## src/rtl/xbar_cfg_pkg.sv

```systemverilog
// Shared sizes, derived widths and FSM encodings for the crossbar config loader.
// Optional range checking is enabled with XBAR_CFG_RANGE_CHECK_EN.
package xbar_cfg_pkg;

  localparam int unsigned NUM_INPUTS  = 24;
  localparam int unsigned NUM_OUTPUTS = 30;
  localparam int unsigned SEL_W       = 5;
  localparam int unsigned CHUNK_W     = 8;

  function automatic int unsigned cfg_w(input int unsigned n_out, input int unsigned sel_w);
    return n_out * sel_w;
  endfunction

  function automatic int unsigned num_chunks(input int unsigned cw, input int unsigned chunk_w);
    return (cw + chunk_w - 1) / chunk_w;
  endfunction

  localparam int unsigned CFG_W      = cfg_w(NUM_OUTPUTS, SEL_W);
  localparam int unsigned NUM_CHUNKS = num_chunks(CFG_W, CHUNK_W);
  localparam int unsigned CNT_W      = $clog2(NUM_CHUNKS);

  localparam logic [1:0] ST_IDLE   = 2'd0;
  localparam logic [1:0] ST_LOAD   = 2'd1;
  localparam logic [1:0] ST_COMMIT = 2'd2;

endpackage

```

## src/rtl/xbar_cfg_range_chk.sv

```systemverilog
// Flags any select field of a crossbar configuration that addresses a
// non-existent input. Used only when XBAR_CFG_RANGE_CHECK_EN is defined.
module xbar_cfg_range_chk
  import xbar_cfg_pkg::*;
(
  input  logic [CFG_W-1:0] cfg_i,
  output logic             out_of_range_c_o
);

  always_comb begin
    out_of_range_c_o = 1'b0;
    for (int unsigned k = 0; k < NUM_OUTPUTS; k++) begin
      if (cfg_i[k*SEL_W +: SEL_W] >= SEL_W'(NUM_INPUTS)) out_of_range_c_o = 1'b1;
    end
  end

endmodule

```

## src/rtl/xbar_cfg_loader.sv

```systemverilog
// Streams crossbar select bits into a shadow register and commits them
// atomically to the active config. XBAR_CFG_RANGE_CHECK_EN adds a select range check.
module xbar_cfg_loader
  import xbar_cfg_pkg::*;
(
  input  logic               clk,
  input  logic               reset,
  input  logic               io_cfg_start,
  input  logic               io_cfg_valid,
  input  logic [CHUNK_W-1:0] io_cfg_data,
  output logic               io_cfg_ready,
  output logic               io_cfg_busy,
  output logic               io_cfg_done,
  output logic               io_cfg_err,
  output logic [CFG_W-1:0]   io_mux_configs
);

  localparam int unsigned SH_W = $clog2(CFG_W);

  logic [1:0]       state_q, state_d;
  logic [CNT_W-1:0] cnt_q, cnt_d;
  logic [CFG_W-1:0] shadow_q, shadow_d;
  logic [CFG_W-1:0] active_q, active_d;
  logic             ready_q, ready_d;
  logic             busy_q, busy_d;
  logic             done_q, done_d;
  logic [SH_W-1:0]  shamt_c;
  logic [CFG_W-1:0] chunk_mask_c;
  logic [CFG_W-1:0] chunk_data_c;

`ifdef XBAR_CFG_RANGE_CHECK_EN
  logic err_q, err_d;
  logic oor_c;

  xbar_cfg_range_chk u_range_chk (
    .cfg_i            (shadow_q),
    .out_of_range_c_o (oor_c)
  );
`endif

  // Place the incoming chunk at its slot; bits shifted past CFG_W fall off.
  always_comb begin
    shamt_c      = SH_W'(cnt_q) * SH_W'(CHUNK_W);
    chunk_mask_c = CFG_W'({CHUNK_W{1'b1}}) << shamt_c;
    chunk_data_c = CFG_W'(io_cfg_data) << shamt_c;
  end

  always_comb begin
    state_d  = state_q;
    cnt_d    = cnt_q;
    shadow_d = shadow_q;
    active_d = active_q;
    done_d   = 1'b0;
`ifdef XBAR_CFG_RANGE_CHECK_EN
    err_d    = err_q;
`endif
    case (state_q)
      ST_IDLE: begin
        if (io_cfg_start) begin
          state_d  = ST_LOAD;
          cnt_d    = '0;
          shadow_d = '0;
`ifdef XBAR_CFG_RANGE_CHECK_EN
          err_d    = 1'b0;
`endif
        end
      end
      ST_LOAD: begin
        // A restart wins over any chunk presented in the same cycle.
        if (io_cfg_start) begin
          cnt_d    = '0;
          shadow_d = '0;
        end else if (io_cfg_valid && ready_q) begin
          shadow_d = (shadow_q & ~chunk_mask_c) | chunk_data_c;
          if (cnt_q == CNT_W'(NUM_CHUNKS - 1)) begin
            state_d = ST_COMMIT;
          end else begin
            cnt_d = cnt_q + CNT_W'(1);
          end
        end
      end
      ST_COMMIT: begin
        state_d = ST_IDLE;
`ifdef XBAR_CFG_RANGE_CHECK_EN
        if (oor_c) begin
          err_d = 1'b1;
        end else begin
          active_d = shadow_q;
          done_d   = 1'b1;
        end
`else
        active_d = shadow_q;
        done_d   = 1'b1;
`endif
      end
      default: state_d = ST_IDLE;
    endcase
    ready_d = (state_d == ST_LOAD);
    busy_d  = (state_d != ST_IDLE);
  end

  always_ff @(posedge clk or negedge reset) begin
    if (!reset) begin
      state_q  <= ST_IDLE;
      cnt_q    <= '0;
      shadow_q <= '0;
      active_q <= '0;
      ready_q  <= 1'b0;
      busy_q   <= 1'b0;
      done_q   <= 1'b0;
    end else begin
      state_q  <= state_d;
      cnt_q    <= cnt_d;
      shadow_q <= shadow_d;
      active_q <= active_d;
      ready_q  <= ready_d;
      busy_q   <= busy_d;
      done_q   <= done_d;
    end
  end

`ifdef XBAR_CFG_RANGE_CHECK_EN
  always_ff @(posedge clk or negedge reset) begin
    if (!reset) err_q <= 1'b0;
    else        err_q <= err_d;
  end

  assign io_cfg_err = err_q;
`else
  assign io_cfg_err = 1'b0;
`endif

  assign io_cfg_ready   = ready_q;
  assign io_cfg_busy    = busy_q;
  assign io_cfg_done    = done_q;
  assign io_mux_configs = active_q;

endmodule

```

## config.mk

```make
export PLATFORM = sky130hd
export DESIGN_NAME = xbar_cfg_loader
export DESIGN_NICKNAME = d
export VERILOG_FILES = /design/src/rtl/xbar_cfg_pkg.sv /design/src/rtl/xbar_cfg_range_chk.sv /design/src/rtl/xbar_cfg_loader.sv
export SDC_FILE = /design/constraint.sdc
export NUM_CORES = 1
export LEC_CHECK = 0
export ABC_CLOCK_PERIOD_IN_PS = 2800
export BUFFER_PORTS_ARGS = -buffer_cell sky130_fd_sc_hd__buf_2
export CORE_MARGIN = 4
export CORE_UTILIZATION = 57
export DETAILED_ROUTE_END_ITERATION = 16
export PLACE_DENSITY_LB_ADDON = 0.08
export SYNTH_ARGS = -nofsm -noshare
export SYNTH_HDL_FRONTEND = slang
export SYNTH_SLANG_ARGS = --single-unit
```

## constraint.sdc

```tcl
create_clock -name clk -period 2.8 [get_ports clk]
set_clock_uncertainty 0.15 [all_clocks]
set_input_delay 0.42 -clock clk [delete_from_list [all_inputs] [get_ports clk]]
set_output_delay 0.42 -clock clk [all_outputs]
set_load 0.01 [all_outputs]
```

==> summary.md <==
| Metric | Value |
|---|---|
| Worst Reg2Reg Path Length in Cells | 5 |
| DRT iter0 DRCs | 582 |
| Critical Path End | shadow_q[44]$_DFFE_PN0P_ |
| Syn_area_per_cell | 11.0 um^2 |
| # clock sinks | 310 |
| Seq pwr share | 0.489 |
| I/O pins | 166 |
| CP endpoint kind | register |
| Starting density of the core | 0.576 |
| Global placement routability congestion | 0.874 |
| FILL cells | 1725 |
| Final wirelength | 31500 um |
| Die ar. | 24400 um^2 |
| Hold_sp | io_cfg_valid |
| Sw Ratio | 0.241 |
| Min Clock Period, post-route | 2470 ps |
| Comb pwr share | 0.082 |
| Worst vdd ir | 0.405 mV |
| Drt first pass iters | 6 |
| Post-synthesis cell count | 1139 |
| Synthesized net count | 1157 |
| Total GRT Usage | 0.261 |
| First-pass GRT wire length | 51000 um |
| LEAKAGE | 7.91 nW |
| CTS Buf Count | 31 |
| Final period util | 0.883 |
| Post-CTS setup buffer count | 0 |
| Top post-synthesis cells by area | dfrtp_1 (62%), nand2_1 (13%), a22o_1 (4.5%), a32o_1 (3.8%), o32ai_4 (2.4%) |
| Post-synth top area share | 0.619 |
| Worst-path clk slew | 60 ps |
| Critical Path Source | cnt_q[1]$_DFFE_PN0P_ |
| Leading area contributor after synthesis | dfrtp_1 |
| PD cells | 635 nW/um^2 |
| Setup TNS | 0 ps |
| CP Class | reg -> reg |
| Vias in the first global route | 9276 |
| Root Buffer | clkbuf_16 |
| Layout area overhead | 18.0% |
| Hold WC Path Type | in -> reg |
| Std-Cell Rows | 54 |
| Critical path peak fanout | 12 |
| H-tree levels | 1 |
| Worst path arrival time | 2800 ps |
| Post-synth top flop | dfrtp_1 |
| Vias post-DR | 9138 |
| # setup viols final | 0 |
| Diode count | 0 |
| Setup WS post-layout | 327 ps |
| Grt ovf | 0 |
| Max Cap Viol | 0 |
| Post-synth top cells | nand2_1 (430), dfrtp_1 (310), a22o_1 (64) |
| IO buf count | 164 |
| Non-filler instance count after layout | 1604 |
| Inst Count DP | 1547 |
| Worst Setup Start Kind | register |
| Core Region | 21800 um^2 |
| Post-synth EDFFs | 0 |
| Clock share of power | 0.429 |
| Synth Cell Area | 12500 um^2 |
| Nets | 1319 |
| Required @ worst endpoint | 3130 ps |
| Ys async rst share | 1.00 |
| Sequential share of the synthesized area | 0.619 |
| Count leader, synth | nand2_1 |
| Worst-skew pair later-pin latency | 550 ps |
| Share of cells above drive strength 1 | 0.222 |
| Largest net degree at the start of global routing | 73 |
| Max-slew violations | 0 |
| Final hold vios | 0 |
| CTS max path bufs | 3 |
| Rel. slew slack | 0.432 |
| Sw Pwr | 0.00226 W |
| Synthesis-stage register bit count | 310 |
| R2R Path End | shadow_q[44]$_DFFE_PN0P_ |
| Max Freq | 404 MHz |
| Worst-margin pin slew | 852 ps |
| RSZ-0062 raised after global routing | no |
| Initial antenna violation count | 0 |
| Die width | 156 um |
| Yosys warns | 0 |
| Number of distinct library cells after synthesis | 51 |
| Final ANT Viol Nets | 0 |
| Worst slack, placed | 400 ps |
| Reg2reg start | cnt_q[1]$_DFFE_PN0P_ |
| DIE HEIGHT | 156 um |
| R2R Setup Slk | 330 ps |
| Outcome | completed |
| Post-DP HPWL | 20800 um |
| TritonCTS clock tree | done |
| Drt wl/cell | 19.6 um |
| Residual DRC count | 0 |
| Int Power | 0.00714 W |
| Core Util, Final | 0.680 |
| Vias/cell | 5.70 |
==> power groups by stage <==
stage	registers [W]	clock network [W]	logic, W
3_3_place_gp	0.00467	0	0.000760
2_1_floorplan	0.00465	0	0.000465
6_report	0.00459	0.00403	0.000771
4_1_cts	0.00459	0.00410	0.000773
5_1_grt	0.00460	0.00431	0.000831
3_5_place_dp	0.00467	0	0.000773
==> layer usage <==
metal | global-route usage | vias up | wire length (um)
met3 | 0.0351 | 63 | 1760
met4 | 0.0785 | 0 | 857
met1 | 0.379 | 4563 | 14000
met5 | 0 | - | 0
met2 | 0.416 | 275 | 14900
li1 | - | 4237 | -
==> worst max-delay path, cell delays in order, from the launching register on <==
cell	delay [ps]
dfrtp_1	680
inv_1	310
ha_1	360
nor4bb_1	180
o32ai_2	520
a32o_1	210
==> cell type report <==
class	instances	area [um^2]	share of cell area
inverter	30	115	0.00778
tap	280	350	0.0237
multi-input combinational	717	4280	0.290
timing repair buffer	211	1270	0.0861
clock buffer	49	973	0.0658
sequential	310	7760	0.524
clock inverter	7	37.5	0.00254
==> how the worst min path moves through the flow <==
stage / endpoint / slack (ps) / cells after the start
finish: state_q[1]$_DFF_PN0_ / 110 / 3
global route: state_q[1]$_DFF_PN0_ / 120 / 3
CTS: state_q[1]$_DFF_PN0_ / 90 / 3
detailed placement: io_mux_configs[114]$_DFFE_PN0P_ / 230 / 1
global placement: io_mux_configs[115]$_DFFE_PN0P_ / 230 / 1
floorplan: cnt_q[0]$_DFFE_PN0P_ / -30 / 0
==> registers in the layout, indices dropped and copies added (netlist names) <==
signal / cells
cnt_q: 5
io_cfg_busy: 1
io_cfg_done: 1
io_cfg_ready: 1
io_mux_configs: 150
shadow_q: 150
state_q: 2
==> cells in the final DEF, fill, tap and decap left out, types with 3 or more instances in the layout <==
master and count:
o2bb2ai_1 22, o32ai_1 8, nand2b_1 10, buf_4 39, nand2_1 430, a21oi_1 3, nand4bb_1 3, buf_2 163
nor4_4 4, o32ai_4 11, clkbuf_1 5, buf_12 7, inv_1 29, a22o_1 64, clkbuf_8 13, nand3_1 4
nor2_1 23, clkinv_2 6, a32o_1 48, ha_1 6, dfrtp_1 310, nand4_1 3, o32ai_2 5, o21ai_0 18
o22ai_1 8, and4b_1 4, nor3b_1 3, nor4b_1 3, nor4bb_1 7, clkbuf_16 31
==> metrics by stage <==
stage / total power, W / hold slack [ps] / area (um^2)
floorplan: 0.00512 / -25.6 / 12500
global placement: 0.00543 / 227 / 13800
detailed placement: 0.00544 / 234 / 13800
CTS: 0.00947 / 89.0 / 14800
global route: 0.00974 / 119 / 14800
finish: 0.00940 / 106 / 14800
==> cells by family (layout without fill, tap and decap cells) <==
kind of cell / after synthesis / count (layout) / synth area share
flip-flops: 310 / 310 / 0.619
AND/OR/NAND/NOR: 515 / 515 / 0.181
other: 1 / 1 / 0.000299
buffers and inverters: 112 / 297 / 0.0408
AO/OA/AOI/OAI: 195 / 195 / 0.153
adder cells (fa/ha/maj): 6 / 6 / 0.00599
==> repair_timing <==
action | 4_1_cts | 5_1_grt
hold buffers | 1 | 0
hold endpoints to repair | 53 | 0
resized for setup | 0 | 0
No activity file was read; power rests on OpenSTA's default activity.
